[src/rtl/dmem_pkg.sv]
// Shared types and defaults for the data-memory controller: FSM states,
// the latched request record and the error/timeout defaults.
package dmem_pkg;

  localparam int          DMEM_ADDR_W  = 15;
  localparam int          TIMEOUT_DEF  = 64;
  localparam logic [15:0] ERR_DATA_DEF = 16'h0000;

  typedef enum logic [1:0] {
    IDLE = 2'd0,
    REQ  = 2'd1,
    DONE = 2'd2
  } state_t;

  typedef struct packed {
    logic [DMEM_ADDR_W-1:0] addr;
    logic                   we;
    logic [15:0]            wdata;
  } req_t;

endpackage

[src/rtl/dmem_if.sv]
// Data-bus port bundle between the controller (master) and the memory (slave).
interface dmem_if #(
  parameter int ADDR_W = 15
) ();

  // bus_req is held high with bus_we/bus_addr/bus_wdata stable until the slave
  // returns a one-cycle bus_ack; bus_rdata is valid only in the ack cycle.
  logic              bus_req;
  logic              bus_we;
  logic [ADDR_W-1:0] bus_addr;
  logic [15:0]       bus_wdata;
  logic              bus_ack;
  logic [15:0]       bus_rdata;

  modport master (
    output bus_req, bus_we, bus_addr, bus_wdata,
    input  bus_ack, bus_rdata
  );

  modport slave (
    input  bus_req, bus_we, bus_addr, bus_wdata,
    output bus_ack, bus_rdata
  );

endinterface

[src/rtl/dmem_wbuf.sv]
// One-entry posted-write buffer; present only when DMEM_WBUF_EN is defined.
`ifdef DMEM_WBUF_EN
module dmem_wbuf
  import dmem_pkg::*;
(
  input  logic clk,
  input  logic rst,
  input  logic i_push,
  input  req_t i_entry,
  input  logic i_clear,
  output logic o_valid,
  output req_t o_entry
);

  logic r_valid;
  req_t r_entry;

  // Push only happens while empty and clear only while draining, so they never collide.
  always_ff @(posedge clk) begin
    if (rst) begin
      r_valid <= 1'b0;
      r_entry <= '0;
    end else if (i_clear) begin
      r_valid <= 1'b0;
    end else if (i_push) begin
      r_valid <= 1'b1;
      r_entry <= i_entry;
    end
  end

  assign o_valid = r_valid;
  assign o_entry = r_entry;

endmodule
`endif

[src/rtl/dmem_ctrl.sv]
// Bridges the single-cycle core's memr/memw to a req/ack data bus and stalls
// the core while the access is outstanding. DMEM_WBUF_EN enables posted stores.
module dmem_ctrl
  import dmem_pkg::*;
#(
  parameter int          ADDR_W   = DMEM_ADDR_W,
  parameter int          TIMEOUT  = TIMEOUT_DEF,
  parameter logic [15:0] ERR_DATA = ERR_DATA_DEF
) (
  input  logic        clk,
  input  logic        rst,
  input  logic        memr,
  input  logic        memw,
  input  logic [15:0] mem_address,
  input  logic [15:0] mem_write_data,
  output logic [15:0] memr_data,
  output logic        stall,
  output logic        mem_err,
  dmem_if.master      bus,
  output state_t      o_dbg_state
);

  state_t      r_state, w_state_nxt;
  req_t        r_req, w_req_nxt;
  logic [15:0] r_rdata, w_rdata_nxt;
  logic [7:0]  r_cnt, w_cnt_nxt;
  logic        r_is_load, w_is_load_nxt;
  logic        r_both, w_both_nxt;
  logic        r_drain, w_drain_nxt;
  logic        r_mem_err, w_err_set;
  logic        w_stall;

  logic        w_any, w_misalign, w_timeout, w_post_ok;
  req_t        w_in_req;
  logic        w_buf_valid, w_buf_push, w_buf_clear;
  req_t        w_buf_entry;

  assign w_any      = memr | memw;
  assign w_misalign = mem_address[0];
  assign w_timeout  = (r_cnt >= 8'(TIMEOUT - 1));

  always_comb begin
    w_in_req       = '0;
    w_in_req.addr  = mem_address[15 -: ADDR_W];
    w_in_req.we    = memw;
    w_in_req.wdata = mem_write_data;
  end

`ifdef DMEM_WBUF_EN
  assign w_post_ok = memw & ~memr;

  dmem_wbuf u_wbuf (
    .clk     (clk),
    .rst     (rst),
    .i_push  (w_buf_push),
    .i_entry (w_in_req),
    .i_clear (w_buf_clear),
    .o_valid (w_buf_valid),
    .o_entry (w_buf_entry)
  );
`else
  logic w_unused_wbuf;

  assign w_post_ok     = 1'b0;
  assign w_buf_valid   = 1'b0;
  assign w_buf_entry   = '0;
  assign w_unused_wbuf = w_buf_push ^ w_buf_clear;
`endif

  always_comb begin
    w_state_nxt   = r_state;
    w_req_nxt     = r_req;
    w_rdata_nxt   = r_rdata;
    w_cnt_nxt     = r_cnt;
    w_is_load_nxt = r_is_load;
    w_both_nxt    = r_both;
    w_drain_nxt   = r_drain;
    w_err_set     = 1'b0;
    w_stall       = 1'b0;
    w_buf_push    = 1'b0;
    w_buf_clear   = 1'b0;

    case (r_state)
      IDLE: begin
        if (w_buf_valid) begin
          // A pending posted store always drains first; the core waits behind it.
          w_stall     = w_any;
          w_req_nxt   = w_buf_entry;
          w_drain_nxt = 1'b1;
          w_both_nxt  = 1'b0;
          w_cnt_nxt   = 8'd0;
          w_state_nxt = REQ;
        end else if (w_any) begin
          if (w_misalign) begin
            w_stall       = 1'b1;
            w_err_set     = 1'b1;
            w_rdata_nxt   = ERR_DATA;
            w_is_load_nxt = memr & ~memw;
            w_state_nxt   = DONE;
          end else if (w_post_ok) begin
            w_buf_push = 1'b1;
          end else begin
            w_stall       = 1'b1;
            w_req_nxt     = w_in_req;
            w_is_load_nxt = ~memw;
            w_both_nxt    = memr & memw;
            w_drain_nxt   = 1'b0;
            w_cnt_nxt     = 8'd0;
            w_state_nxt   = REQ;
          end
        end
      end

      REQ: begin
        w_stall = r_drain ? w_any : 1'b1;
        if (bus.bus_ack) begin
          if (r_drain) begin
            w_buf_clear = 1'b1;
            w_state_nxt = IDLE;
          end else begin
            w_rdata_nxt = bus.bus_rdata;
            w_err_set   = r_both;
            w_state_nxt = DONE;
          end
        end else if (w_timeout) begin
          w_err_set = 1'b1;
          if (r_drain) begin
            w_buf_clear = 1'b1;
            w_state_nxt = IDLE;
          end else begin
            w_rdata_nxt = ERR_DATA;
            w_state_nxt = DONE;
          end
        end else begin
          w_cnt_nxt = (r_cnt == 8'hFF) ? r_cnt : r_cnt + 8'd1;
        end
      end

      DONE: begin
        w_state_nxt = IDLE;
      end

      default: begin
        w_state_nxt = IDLE;
      end
    endcase
  end

  always_ff @(posedge clk) begin
    if (rst) begin
      r_state   <= IDLE;
      r_req     <= '0;
      r_rdata   <= '0;
      r_cnt     <= '0;
      r_is_load <= 1'b0;
      r_both    <= 1'b0;
      r_drain   <= 1'b0;
      r_mem_err <= 1'b0;
    end else begin
      r_state   <= w_state_nxt;
      r_req     <= w_req_nxt;
      r_rdata   <= w_rdata_nxt;
      r_cnt     <= w_cnt_nxt;
      r_is_load <= w_is_load_nxt;
      r_both    <= w_both_nxt;
      r_drain   <= w_drain_nxt;
      r_mem_err <= w_err_set;
    end
  end

  assign bus.bus_req   = (r_state == REQ);
  assign bus.bus_we    = r_req.we;
  assign bus.bus_addr  = r_req.addr;
  assign bus.bus_wdata = r_req.wdata;

  assign memr_data   = ((r_state == DONE) && r_is_load) ? r_rdata : ERR_DATA;
  assign stall       = w_stall;
  assign mem_err     = r_mem_err;
  assign o_dbg_state = r_state;

endmodule
[src/flat_wrapper.sv]
// flat-port wrapper written by rule: the top's interface ports become plain ports
module dmem_ctrl_flat import dmem_pkg::*;
#(
  parameter int          ADDR_W   = DMEM_ADDR_W,
  parameter int          TIMEOUT  = TIMEOUT_DEF,
  parameter logic [15:0] ERR_DATA = ERR_DATA_DEF
)
  (clk, rst, memr, memw, mem_address, mem_write_data, memr_data, stall, mem_err, o_dbg_state, bus_bus_req, bus_bus_we, bus_bus_addr, bus_bus_wdata, bus_bus_ack, bus_bus_rdata);
  dmem_if #(.ADDR_W(ADDR_W)) bus_i ();
  input  logic clk;
  input  logic rst;
  input  logic memr;
  input  logic memw;
  input  logic [15:0] mem_address;
  input  logic [15:0] mem_write_data;
  output logic [15:0] memr_data;
  output logic stall;
  output logic mem_err;
  output state_t o_dbg_state;
  output wire logic [$bits(bus_i.bus_req)-1:0] bus_bus_req;
  output wire logic [$bits(bus_i.bus_we)-1:0] bus_bus_we;
  output wire logic [$bits(bus_i.bus_addr)-1:0] bus_bus_addr;
  output wire logic [$bits(bus_i.bus_wdata)-1:0] bus_bus_wdata;
  input wire logic [$bits(bus_i.bus_ack)-1:0] bus_bus_ack;
  input wire logic [$bits(bus_i.bus_rdata)-1:0] bus_bus_rdata;
  assign bus_bus_req = bus_i.bus_req;
  assign bus_bus_we = bus_i.bus_we;
  assign bus_bus_addr = bus_i.bus_addr;
  assign bus_bus_wdata = bus_i.bus_wdata;
  assign bus_i.bus_ack = bus_bus_ack;
  assign bus_i.bus_rdata = bus_bus_rdata;
  dmem_ctrl #(.ADDR_W(ADDR_W), .TIMEOUT(TIMEOUT), .ERR_DATA(ERR_DATA)) u_core (.clk(clk), .rst(rst), .memr(memr), .memw(memw), .mem_address(mem_address), .mem_write_data(mem_write_data), .memr_data(memr_data), .stall(stall), .mem_err(mem_err), .bus(bus_i), .o_dbg_state(o_dbg_state));
endmodule
[config.mk]
export PLATFORM = sky130hd
export DESIGN_NAME = dmem_ctrl_flat
export DESIGN_NICKNAME = d
export VERILOG_FILES = /design/src/rtl/dmem_pkg.sv /design/src/rtl/dmem_if.sv /design/src/rtl/dmem_wbuf.sv /design/src/rtl/dmem_ctrl.sv /design/src/flat_wrapper.sv
export SDC_FILE = /design/constraint.sdc
export NUM_CORES = 1
export LEC_CHECK = 0
export ABC_AREA = 1
export CORE_UTILIZATION = 28
export CTS_CLUSTER_SIZE = 14
export DETAILED_ROUTE_END_ITERATION = 8
export DONT_BUFFER_PORTS = 1
export GPL_TIMING_DRIVEN = 0
export SLEW_MARGIN = 5
export SYNTH_ARGS = -nofsm -noshare
export SYNTH_HDL_FRONTEND = slang
export SYNTH_SLANG_ARGS = --single-unit
[constraint.sdc]
create_clock -name clk -period 1.6 [get_ports clk]
set_clock_uncertainty 0.1 [all_clocks]
set_input_delay 0.16 -clock clk [delete_from_list [all_inputs] [get_ports clk]]
set_output_delay 0.16 -clock clk [all_outputs]
set_load 0.1 [all_outputs]
Word-level counts from Yosys, hierarchy flattened
Cells that the tools add are included.

Input port bits: 53. Register bits after elaboration: 61. Logic and storage cells: 59.

Bitwise gates (word level): 5. Eq/ne operators: 10. Reductions and logical operators: 8. Mux-type cells: 25. $add $sub $neg: 1. Order comparisons: 1.

Operators by type and width (count): $mux W16 (5); $mux W8 (5); $pmux W16 S2 (1); $pmux W8 S2 (1); $ne A2 B2 Y1 const B (5); $add A8 B1 Y8 const B (1); $eq A8 B8 Y1 const B (1); $ge A8 B6 Y1 const B (1); $mux W2 (4); $mux W1 (6); $reduce_and A6 Y1 (1); $pmux W1 S2 (2); $pmux W2 S2 (1); $reduce_and A2 Y1 (2); $reduce_and A4 Y1 (1); $ne A3 B1 Y1 const B (1); $reduce_and A3 Y1 (1); $and A1 B1 Y1 (2); $eq A2 B1 Y1 const B (1); $eq A2 B2 Y1 const B (1); $logic_not A2 Y1 (1); $ne A2 B1 Y1 const B (1); $not A1 Y1 (2); $reduce_bool A2 Y1 (1); 2 further kinds (2).

Longest topological paths before layout
Gate-level depths: netlist (run 1).

Depth in word-level cells: 5. Gate-level depth with buffers: 10. Mapped depth without buffers: 10.

Least setup slack after synthesis (run 1)
OpenSTA, ideal clock, no wires.

Path type: reg-to-output. From: register u_core.r_state[1] (netlist: u_core.o_dbg_state[1]). To: output memr_data[10]. Path buffers: 1. Cell stages (with the launch flop): 4. Required time: 1.340 ns. Data arrival time: 2.936 ns. Slack: -1.596 ns. Path through: dfxtp_1 > nand3_1 > clkbuf_1 > nor2_1.

Longest elaborated chain between the ends: 3.

Ends and longest elaborated chain: from (decl) (RTL line dmem_ctrl.sv:23) `state_t r_state, w_state_nxt;`; from (signal assigned) (RTL line dmem_ctrl.sv:160) `r_state <= w_state_nxt;`; $eq A2 B2 Y1 (RTL line dmem_ctrl.sv:176) `assign memr_data = ((r_state == DONE) && r_is_load) ? r_rdata : ERR_DATA;`; $logic_and A1 B1 Y1 (RTL line dmem_ctrl.sv:176); $mux W16 (RTL line dmem_ctrl.sv:176); to (decl) (RTL line flat_wrapper.sv:16) `output logic [15:0] memr_data;`.

Every way passes these cells.

Worst setup path in the final report (run 1)
From: register u_core.r_state[0] (netlist: u_core.o_dbg_state[0]). To: register u_core.r_rdata[12].

Longest elaborated chain between the ends: 3. Elaborated cells on any way between the ends: 8. Classes of those cells: eq/ne: 4; mux: 1; reduce/logical: 3.

Ends and longest elaborated chain: $eq A2 B1 Y1 (*); net bus_bus_req (RTL line flat_wrapper.sv:20) `output wire logic [$bits(bus_i.bus_req)-1:0] bus_bus_req;`; $ne A3 B1 Y1 (no line) / $reduce_bool A2 Y1 (equally long branches); $reduce_and A4 Y1 (no line); to (signal assigned) (RTL line dmem_ctrl.sv:162) `r_rdata <= w_rdata_nxt;`; to (decl) (RTL line dmem_ctrl.sv:25) `logic [15:0] r_rdata, w_rdata_nxt;`.

Mark *: on every way through the listed nets, which the timed path passes. The rest lies on a longest branch. A chain may end at the register's enable or synchronous reset.

==> flow_metrics.tcl, run 1 <==
set metrics [dict create \
    violations "setup timing" \
    tightestPinTransition_ns 0.981 \
    syn_to_final_growth_pct 44.4 \
    critical_path_class "reg -> reg" \
    gr-usage-all-layers 0.159 \
    rr_worst_depth 9 \
    slowest_delay_ns 0.59 \
    clkSlewWorstSetupHoldPaths_ns 0.07 \
    dp.cells 519 \
    met1_length_um 3300 \
    route.met3.wl_um 605 \
    r2r_start "u_core.o_dbg_state[0]" \
    drc_errors 0 \
    crit_buf_inv 3 \
    crit_required_ns 1.69 \
    final_cells 596 \
    drive_gt1_frac 0.195 \
    die_h_um 99.6 \
    core-area_um2 9240 \
    fin_area_um2 3850 \
    status "finished, violations left" \
    clockBufferDepth 2 \
    cts_buffers 9 \
    wl_um 7660 \
    io-pin-count 106 \
    h-tree-depth 3 \
    die-area_um2 9930 \
    yosys_register_bits 61 \
    clock_sinks 61 \
    syn_nets 444 \
    synth.area.top_cells "dfxtp_1 46%, nand2_1 18%, nor2_1 9.6%, a21oi_1 6.8%, inv_1 5.6%" \
    ant_nets 0 \
    cts-root-buf "clkbuf_8" \
    start_util 0.289 \
    first_iter_violations 70 \
    hpwlAfterDp_um 4990 \
    path_common_cell "nand2_1" \
    placed_area_um2 2960 \
    first_pass_iters 6 \
    worstSetupEndpointType "flip-flop" \
    die-width_um 99.6 \
    vias 2633 \
    fmax_ghz 0.462 \
    relSlewSlack 0.345 \
    fin_util 0.417 \
    multi_input_area_um2 1350 \
    wl_per_cell_um 12.8 \
    finalCritPeriodShare 1.35 \
    cp.depth 9 \
    met2WireLength_um 3720 \
    grt-ovfl-total 0 \
    cp.arrival_ns 2.26 \
    cp_cell_sequence "inv_4 -> nor2_4 -> nand4_1 -> buf_4 -> nand2_8 -> buf_6 -> nand2_1 -> nand2_1 -> nor2_1" \
    ir_drop_mv 0.540 \
    reg2reg_slack_ns -0.56 \
    fin_tns_setup_ns -25.30 \
    crit_end "u_core.r_rdata[12]" \
    maxCapViolations 0 \
    grt_pass1_vias 2569 \
    finalWeightedCongestion 0.741 \
    startpoint_type "flip-flop" \
    cp-startpoint "u_core.o_dbg_state[0]" \
    grt_setup_unrepaired "true" \
    syn_area_um2 2670 \
    synth_warnings 0 \
    fin_ws_ns -0.565 \
    synth_seq_area_share 0.458 \
    grt_max_degree 11 \
    grt_antenna_before_repair 0 \
    hold_violations 0 \
    crit_slowest_cell "dfxtp_4" \
    clkLatencyLatePin_ns 0.32 \
    grt_pass1_wl_um 12200 \
    setup_viol 77 \
    cp_max_fo 8 \
    cts_tree "built" \
    post_synth_num_cell_types 24 \
    num_rows 35 \
    fin_nets 516 \
    hold_class "in -> reg" \
    synthDominantCellAreaShare 0.458 \
    fillers 920 \
    viasPerCell 4.42 \
    worstReg2RegEnd "u_core.r_rdata[12]" \
    highest-signal-layer "met4" \
    static-leakage-power_uw 0.00160 \
    path_delay_family "simple AND/OR/NAND/NOR gates" \
    cellPowerDensity_nw_per_um2 1160 \
    period_minus_slack_ns 2.16 \
    antenna_cells 0 \
    seqCellArea_um2 1250 \
    slew_viol_final 0 \
    yosys.area.top_type "dfxtp_1" \
    syn_area_per_cell_um2 6.84 \
    postSynthCellCount 390 \
    portBuffers 0 \
]
metal layers:
metal,up-vias,global-route usage
met4,0,0.0532
met1,1192,0.178
met2,103,0.279
met3,4,0.0590
met5,-,0
li1,1334,-
where the power goes:
group	leakage (uW)	total, uW	switching (uW)	internal (uW)
registers	0.000509	2230	565	1670
clock network	0.0000965	1230	594	640
logic	0.000995	985	602	384
total	0.00160	4450	1760	2690
logic make-up after synthesis:
logic type      Yosys count  share of synthesized area
buf+inv                  59                      0.100
fa+ha+maj                 1                    0.00469
simple gates            228                      0.360
flops                    61                      0.458
compound gates           41                     0.0778
per-stage QoR:
step           total power, uW  setup slack (ns)  hold WS (ns)
3_3_place_gp              3020            -0.763         0.159
6_report                  4450            -0.565         0.107
4_1_cts                   4480            -0.575        0.0632
5_1_grt                   4700            -0.688         0.114
3_5_place_dp              3040            -0.783         0.163
2_1_floorplan             2880            -0.523         0.156
cell usage in the layout, fill, tap and decap left out, types with 3 or more instances in the layout:
master         instances
nor2_1                52
nor2_4                18
inv_1                 38
buf_2                  3
clkbuf_8              11
nand2_4                4
nand2_1              125
clkbuf_1               5
nand3_1               18
dfxtp_1               40
inv_4                  3
dlygate4sd3_1         52
nand2_2                3
clkinv_2               4
buf_6                  8
o21ai_0                4
dfxtp_2               19
buf_4                  4
a21oi_1               36
worst reg2reg max path, cell delays in order (launching register included):
cell and delay [ns]:
dfxtp_4 0.59, inv_4 0.07, nor2_4 0.58, nand4_1 0.16
buf_4 0.20, nand2_8 0.08, buf_6 0.12, nand2_1 0.05
nand2_1 0.05, nor2_1 0.03
final cells by class:
cell class / instances / share of cell area
Inverter: 43 / 0.0445
Timing Repair Buffer: 61 / 0.159
Clock buffer: 12 / 0.0403
Sequential cell: 61 / 0.325
Multi-Input combinational cell: 270 / 0.349
Clock inverter: 4 / 0.00552
Buffer: 16 / 0.0344
Tap cell: 129 / 0.0419
synthesized netlist by cell type, drive strengths merged:
| master | instances |
|---|---|
| nand3 | 20 |
| ha | 1 |
| a21oi | 36 |
| a211oi | 1 |
| dfxtp | 61 |
| nand4 | 1 |
| nand2 | 133 |
| nor3 | 1 |
| nor2 | 73 |
| buf | 11 |
| clkinv | 1 |
| inv | 42 |
| o21ai | 4 |
| clkbuf | 5 |
timing repair:
item,CTS,global route
endpoints found under the setup margin,77,97
gates cloned,3,0
setup buffers,6,0
hold buffers,52,0
endpoints found under the hold margin,55,0
pin swaps,9,4
resized for setup,19,25
how the worst min path moves through the flow:
| stage | start | endpoint | depth (start not counted) |
|---|---|---|---|
| after global routing | mem_address[0] | u_core.o_dbg_state[0] | 5 |
| after detailed placement | memw | u_core.r_is_load | 1 |
| final | bus_bus_ack | u_core.mem_err | 5 |
| after CTS | mem_address[0] | u_core.o_dbg_state[0] | 5 |
| after global placement | memw | u_core.r_is_load | 1 |
| after floorplan | memw | u_core.r_is_load | 1 |
state kept, by name, summed over array words and instances, names as in the netlist:
| signal | cells |
|---|---|
| u_core.mem_err | 1 |
| u_core.r_is_load | 1 |
| u_core.bus.bus_we | 1 |
| u_core.bus.bus_wdata | 16 |
| u_core.r_cnt | 8 |
| u_core.o_dbg_state | 2 |
| u_core.r_rdata | 16 |
| u_core.bus.bus_addr | 15 |
| u_core.r_both | 1 |
No activity file was read; power rests on OpenSTA's default activity.
==> inputs of run 2 (changes only) <==
--- a/config.mk
+++ b/config.mk
@@ -15,3 +15,4 @@
 export SYNTH_ARGS = -nofsm -noshare
 export SYNTH_HDL_FRONTEND = slang
 export SYNTH_SLANG_ARGS = --single-unit
+export TNS_END_PERCENT = 20
==> flow_metrics.tcl, run 2 (same netlist as run 1, synthesis figures left out) <==
set metrics [dict create \
    hpwlAfterDp_um 4930 \
    vias 2636 \
    cp-startpoint "u_core.o_dbg_state[0]" \
    ir_drop_mv 0.622 \
    h-tree-depth 3 \
    cp.arrival_ns 2.33 \
    wl_per_cell_um 12.9 \
    clock_sinks 61 \
    num_rows 35 \
    grt_max_degree 11 \
    fin_ws_ns -0.625 \
    cts_tree "built" \
    grt_pass1_wl_um 11900 \
    syn_to_final_growth_pct 43.0 \
    hold_class "in -> reg" \
    slew_viol_final 0 \
    crit_slowest_cell "nor2_4" \
    critical_path_class "reg -> reg" \
    finalCritPeriodShare 1.39 \
    dp.cells 519 \
    worstSetupEndpointType "flip-flop" \
    fin_hold_ws_ns -0.0858 \
    cp_cell_sequence "inv_4 -> nor2_4 -> nand4_1 -> buf_6 -> nand2_8 -> buf_8 -> nand2_2 -> nand2_1 -> nor2_1" \
    tightestPinTransition_ns 0.986 \
    first_pass_iters 4 \
    drc_errors 0 \
    status "finished, violations left" \
    crit_buf_inv 3 \
    hold_start "mem_address[0]" \
    cts_buffers 9 \
    placed_area_um2 2950 \
    fin_area_um2 3820 \
    clockBufferDepth 2 \
    slowest_delay_ns 0.60 \
    final_cells 592 \
    ant_nets 0 \
    wl_um 7640 \
    die-width_um 99.6 \
    grt-ovfl-total 0 \
    layout_common_cells "118 x nand2_1, 51 x nor2_1, 50 x dlygate4sd3_1" \
    viasPerCell 4.45 \
    core-area_um2 9240 \
    maxCapViolations 0 \
    io-pin-count 106 \
    final_common_cell "nand2_1" \
    r2r_start "u_core.o_dbg_state[0]" \
    gr-usage-all-layers 0.157 \
    grt_pass1_vias 2556 \
    cts-root-buf "clkbuf_8" \
    fmax_ghz 0.449 \
    first_iter_violations 92 \
    violations "hold timing, setup timing" \
    static-leakage-power_uw 0.00158 \
    fin_util 0.413 \
    grt_setup_unrepaired "true" \
    crit_required_ns 1.71 \
    die-area_um2 9930 \
    fillers 913 \
    cp_max_fo 7 \
    clkSlewWorstSetupHoldPaths_ns 0.07 \
    cts_hold_buf 50 \
    clkLatencyLatePin_ns 0.33 \
    antenna_cells 0 \
    grt_antenna_before_repair 0 \
    finalWeightedCongestion 0.747 \
    cellPowerDensity_nw_per_um2 1170 \
    portBuffers 0 \
    path_delay_family "simple AND/OR/NAND/NOR gates" \
    drive_gt1_frac 0.188 \
    hold_violations 3 \
    fin_nets 513 \
    start_util 0.289 \
    period_minus_slack_ns 2.22 \
    setup_viol 77 \
    startpoint_type "flip-flop" \
    die_h_um 99.6 \
    relSlewSlack 0.342 \
]
## run 2: changes by cell type in the layout (fill, tap and decap cells not counted), sizes merged
cell	delta
clkinv	+1
clkbuf	-1
dlygate4sd3	-2
buf	-1
clkinvlp	-1
## run 2: timing repair
item | CTS | global route
gates resized for setup | 20 | 18
setup buffers | 4 | 1
gates cloned | 3 | 0
endpoints found under the setup margin | 80 | 89
endpoints found under the hold margin | 55 | 3
pin swaps | 6 | 10
## run 2: cell type report
class | instances | area [um2] | area share
multi-input cells | 270 | 1360 | 0.357
flip-flops and latches | 61 | 1240 | 0.325
repair buffers | 58 | 579 | 0.152
inverters | 43 | 165 | 0.0433
well taps | 129 | 161 | 0.0423
clock buffers | 11 | 151 | 0.0397
plain buffers | 16 | 134 | 0.0351
clock inverters | 4 | 23.8 | 0.00623
## run 2: power breakdown
| group | internal [uW] | switching [uW] | total [uW] |
|---|---|---|---|
| clock network | 632 | 606 | 1240 |
| logic | 381 | 610 | 991 |
| registers | 1660 | 563 | 2230 |
| total | 2680 | 1780 | 4460 |
## run 2: final timing paths
path / endpoint / slack (ns) / cells after the start
setup / recovery: u_core.r_rdata[12] / -0.62 / 9
hold / removal: u_core.mem_err / -0.09 / 2
setup reg to reg: u_core.r_rdata[12] / -0.62 / 9
hold reg to reg: u_core.r_cnt[7] / 0.35 / 2
## run 2: routing by layer
layer,routed length [um],up-vias,global-route usage,share of wire
met5,0,-,0,0
met4,159,0,0.0803,0.021
met3,668,17,0.0590,0.087
met2,3620,117,0.271,0.47
met1,3190,1178,0.167,0.42
li1,-,1324,-,-
## run 2: worst register-to-register path: stages, from the launching register on
cell and delay, ns:
dfxtp_4 0.59, inv_4 0.08, nor2_4 0.60, nand4_1 0.20
buf_6 0.19, nand2_8 0.08, buf_8 0.13, nand2_2 0.04
nand2_1 0.06, nor2_1 0.03
## run 2: through the flow
step	hold WS (ns)	TNS [ns]	worst slack (ns)	total power, uW
floorplan	0.156	-17.65	-0.523	2880
global placement	0.159	-28.33	-0.767	3010
detailed placement	0.160	-29.24	-0.778	3030
CTS	-0.0989	-25.21	-0.619	4470
global route	-0.0818	-32.97	-0.712	4690
finish	-0.0858	-25.93	-0.625	4460
==> RTL edit, RTL diff (config.mk and constraints of run 2) <==
The option `DMEM_WBUF_EN` is turned on by a define.
--- a/src/rtl/dmem_wbuf.sv
+++ b/src/rtl/dmem_wbuf.sv
@@ -1,4 +1,6 @@
 // One-entry posted-write buffer; present only when DMEM_WBUF_EN is defined.
+`define DMEM_WBUF_EN
+
 `ifdef DMEM_WBUF_EN
 module dmem_wbuf
   import dmem_pkg::*;
Formal check against the unedited RTL: not equivalent (Yosys sat finds a counterexample within 4 cycles, from zero or initial values and one cycle with rst high).
==> RTL edit against run 2 <==
  * The flow finishes with violations (setup timing)
  * Cell area increased by 45%
  * Wire length increased by 62%
  * Combinational power increased by 17%
  * Total power increased by 46%
  * Largest power group unchanged
  * Highest routed layer unchanged
  * Synthesized area increased by 57%
  * Worst setup slack improved by 0.076 ns
  * Sequential cell count increased by 34
  * Via count increased by 55%
==> RTL edit: results (changes against run 2) <==
Global routing
  • GRT overflow: 0 (unchanged)
  • First-pass GRT wire length: 20.04 mm (was 11.90 mm)
  • GR met2 Demand/Resource: 25.97% (was 27.08%)
  • Vias in the first global route: 3766 (was 2556)
  • Met3 GRT Util: 5.584% (was 5.903%)
  • Met1 Usage GRT: 21.00% (was 16.73%)
  • Largest net degree at the start of global routing: 17 (was 11)
  • GRT Total Usage: 16.27% (was 15.69%)

Routing
  • DR vias: 4076 (was 2636)
  • DRT iter0 DRCs: 223 (was 92)
  • Per-cell routed wire length: 14.17 um (was 12.90 um)

Min path
  • Hold Path Stages: 4 (was 2)
  • Launch point of the worst hold path: mem_write_data[14] (was mem_address[0])
  • Hold Path Sink: u_core.bus.bus_wdata[14] (was u_core.mem_err)

Power and ir drop
  • Peak VDD IR: 0.4085 mV (was 0.6216 mV)
  • Net Switching: 2379 uW (was 1779 uW)
  • Cell leakage power: 0.002169 uW (was 0.001584 uW)

Logic synthesis
  • Yosys cell types: 23 (was 24)
  • Largest cells by area after synthesis: dfxtp_1 45%, a21oi_1 11%, nand2_1 9.8%, nor2_1 9.7%, o21ai_0 7.7% (was dfxtp_1 46%, nand2_1 18%, nor2_1 9.6%, a21oi_1 6.8%, inv_1 5.6%)
  • Top cells by count, synth: 109 x nand2_1, 108 x nor2_1, 95 x dfxtp_1, 89 x a21oi_1, 64 x o21ai_0 (was 129 x nand2_1, 68 x nor2_1, 61 x dfxtp_1, 40 x inv_1, 36 x a21oi_1)
  • Post-synthesis sequential area ratio: 45.44% (was 45.76%)
  • Compound-gate portion of the synthesized area: 18.86% (was 7.782%)
  • Adder-cell area share of the yosys netlist: 0.2990% (was 0.4688%)
  • Synthesized net count: 669 (was 444)

Critical path
  • RR Endpoint: u_core.r_cnt[5] (was u_core.r_rdata[12])
  • Max FO, Critical Path: 5 (was 7)

STA
  • Final WS setup: -0.5487 ns (was -0.6249 ns)
  • Measured slew at the worst slew-check pin: 0.9825 ns (was 0.9860 ns)
  • Final count of negative-setup-slack endpoints: 111 (was 77)

Placed design
  • Post-DP Area: 4533 sq um (was 2950 sq um)
  • Dpl ws: -0.7123 ns (was -0.7782 ns)
  • Hpwl dp: 8.345 mm (was 4.933 mm)
  • Final RePlAce weighted congestion: 0.8103 (was 0.7465)

Finish
  • Layout cells sized above 1: 15.28% (was 18.79%)
  • NumNets Final: 736 (was 513)

Clock tree
  • CTS root buf: clkbuf_16 (was clkbuf_8)

Status
  • Failing checks: setup timing (was hold timing, setup timing)
  • Outcome: finished with violations (unchanged)
## RTL edit: changes by cell type in the layout (fill, tap and decap cells not counted), sizes merged, moves of 14 or more
cell / run 2 / this run
o21ai: 4 / 64
a21oi: 36 / 90
nand2: 133 / 112
clkbuf: 17 / 31
dfxtp: 61 / 95
nor2: 73 / 112
inv: 42 / 63
## RTL edit: final cells by class
type	count	area [sq um]
plain buffers	38	216.5
clock buffers	10	239.0
clock inverters	6	43.79
fillers	1557	9006
inverters	61	231.5
multi-input cells	421	2067
flip-flops and latches	95	1931
well taps	184	230.2
repair buffers	56	569.3
## RTL edit: critical path, stage by stage, from the launching register on
cell and delay [ns]:
dfxtp_4 0.58, inv_4 0.07, nor2_4 0.58, nand2_2 0.16, a21oi_4 0.24, buf_6 0.15, nand3_2 0.05, nand2_1 0.07
inv_1 0.04, nor2_1 0.06
## RTL edit: metrics by stage
step                      TNS [ns]  instances
after floorplan             -10.95        615
after global placement      -37.29        799
after detailed placement    -38.99        799
after CTS                   -33.29        869
after global routing        -45.92        871
final                       -31.88        871
## RTL edit: worst max-delay path by stage
| stage | start | to | slack [ns] | depth (start not counted) |
|---|---|---|---|---|
| 3_5_place_dp | u_core.o_dbg_state[1] | memr_data[10] | -0.71 | 2 |
| 3_3_place_gp | u_core.o_dbg_state[1] | memr_data[10] | -0.70 | 2 |
| 6_report | u_core.o_dbg_state[0] | u_core.r_cnt[5] | -0.55 | 9 |
| 2_1_floorplan | u_core.o_dbg_state[1] | memr_data[0] | -0.42 | 3 |
| 5_1_grt | u_core.o_dbg_state[0] | u_core.r_cnt[5] | -0.66 | 9 |
| 4_1_cts | u_core.o_dbg_state[0] | u_core.r_cnt[5] | -0.54 | 9 |
## RTL edit: power groups by stage
stage               logic [uW]  registers, uW  clock network [uW]
floorplan                  776           3290                   0
global placement           967           3330                   0
detailed placement         973           3330                   0
CTS                       1140           3280                2130
global route              1310           3310                2220
finish                    1160           3290                2040
## RTL edit: routing by layer
metal	part of all wire, %	routed length [um]	vias up
li1	-	-	2111
met1	47	5749	1854
met2	46	5680	105
met3	6.8	836	6
met4	0.59	73	0
met5	0	0	-
## RTL edit: cell families (layout without fill, tap and decap cells)
group                    count (synthesis)  count (layout)
AO/OA/AOI/OAI                          155             155
adder cells (fa/ha/maj)                  1               1
buffers and inverters                   99             171
AND/OR/NAND/NOR                        265             265
flip-flops                              95              95
## RTL edit: repair_timing
action / CTS / global route
setup buffers: 4 / 2
gates resized for setup: 34 / 21
endpoints found under the setup margin: 118 / 125
hold endpoints to repair: 58 / 0
pin swaps: 11 / 11
hold buffers: 49 / 0
cloned: 1 / 0
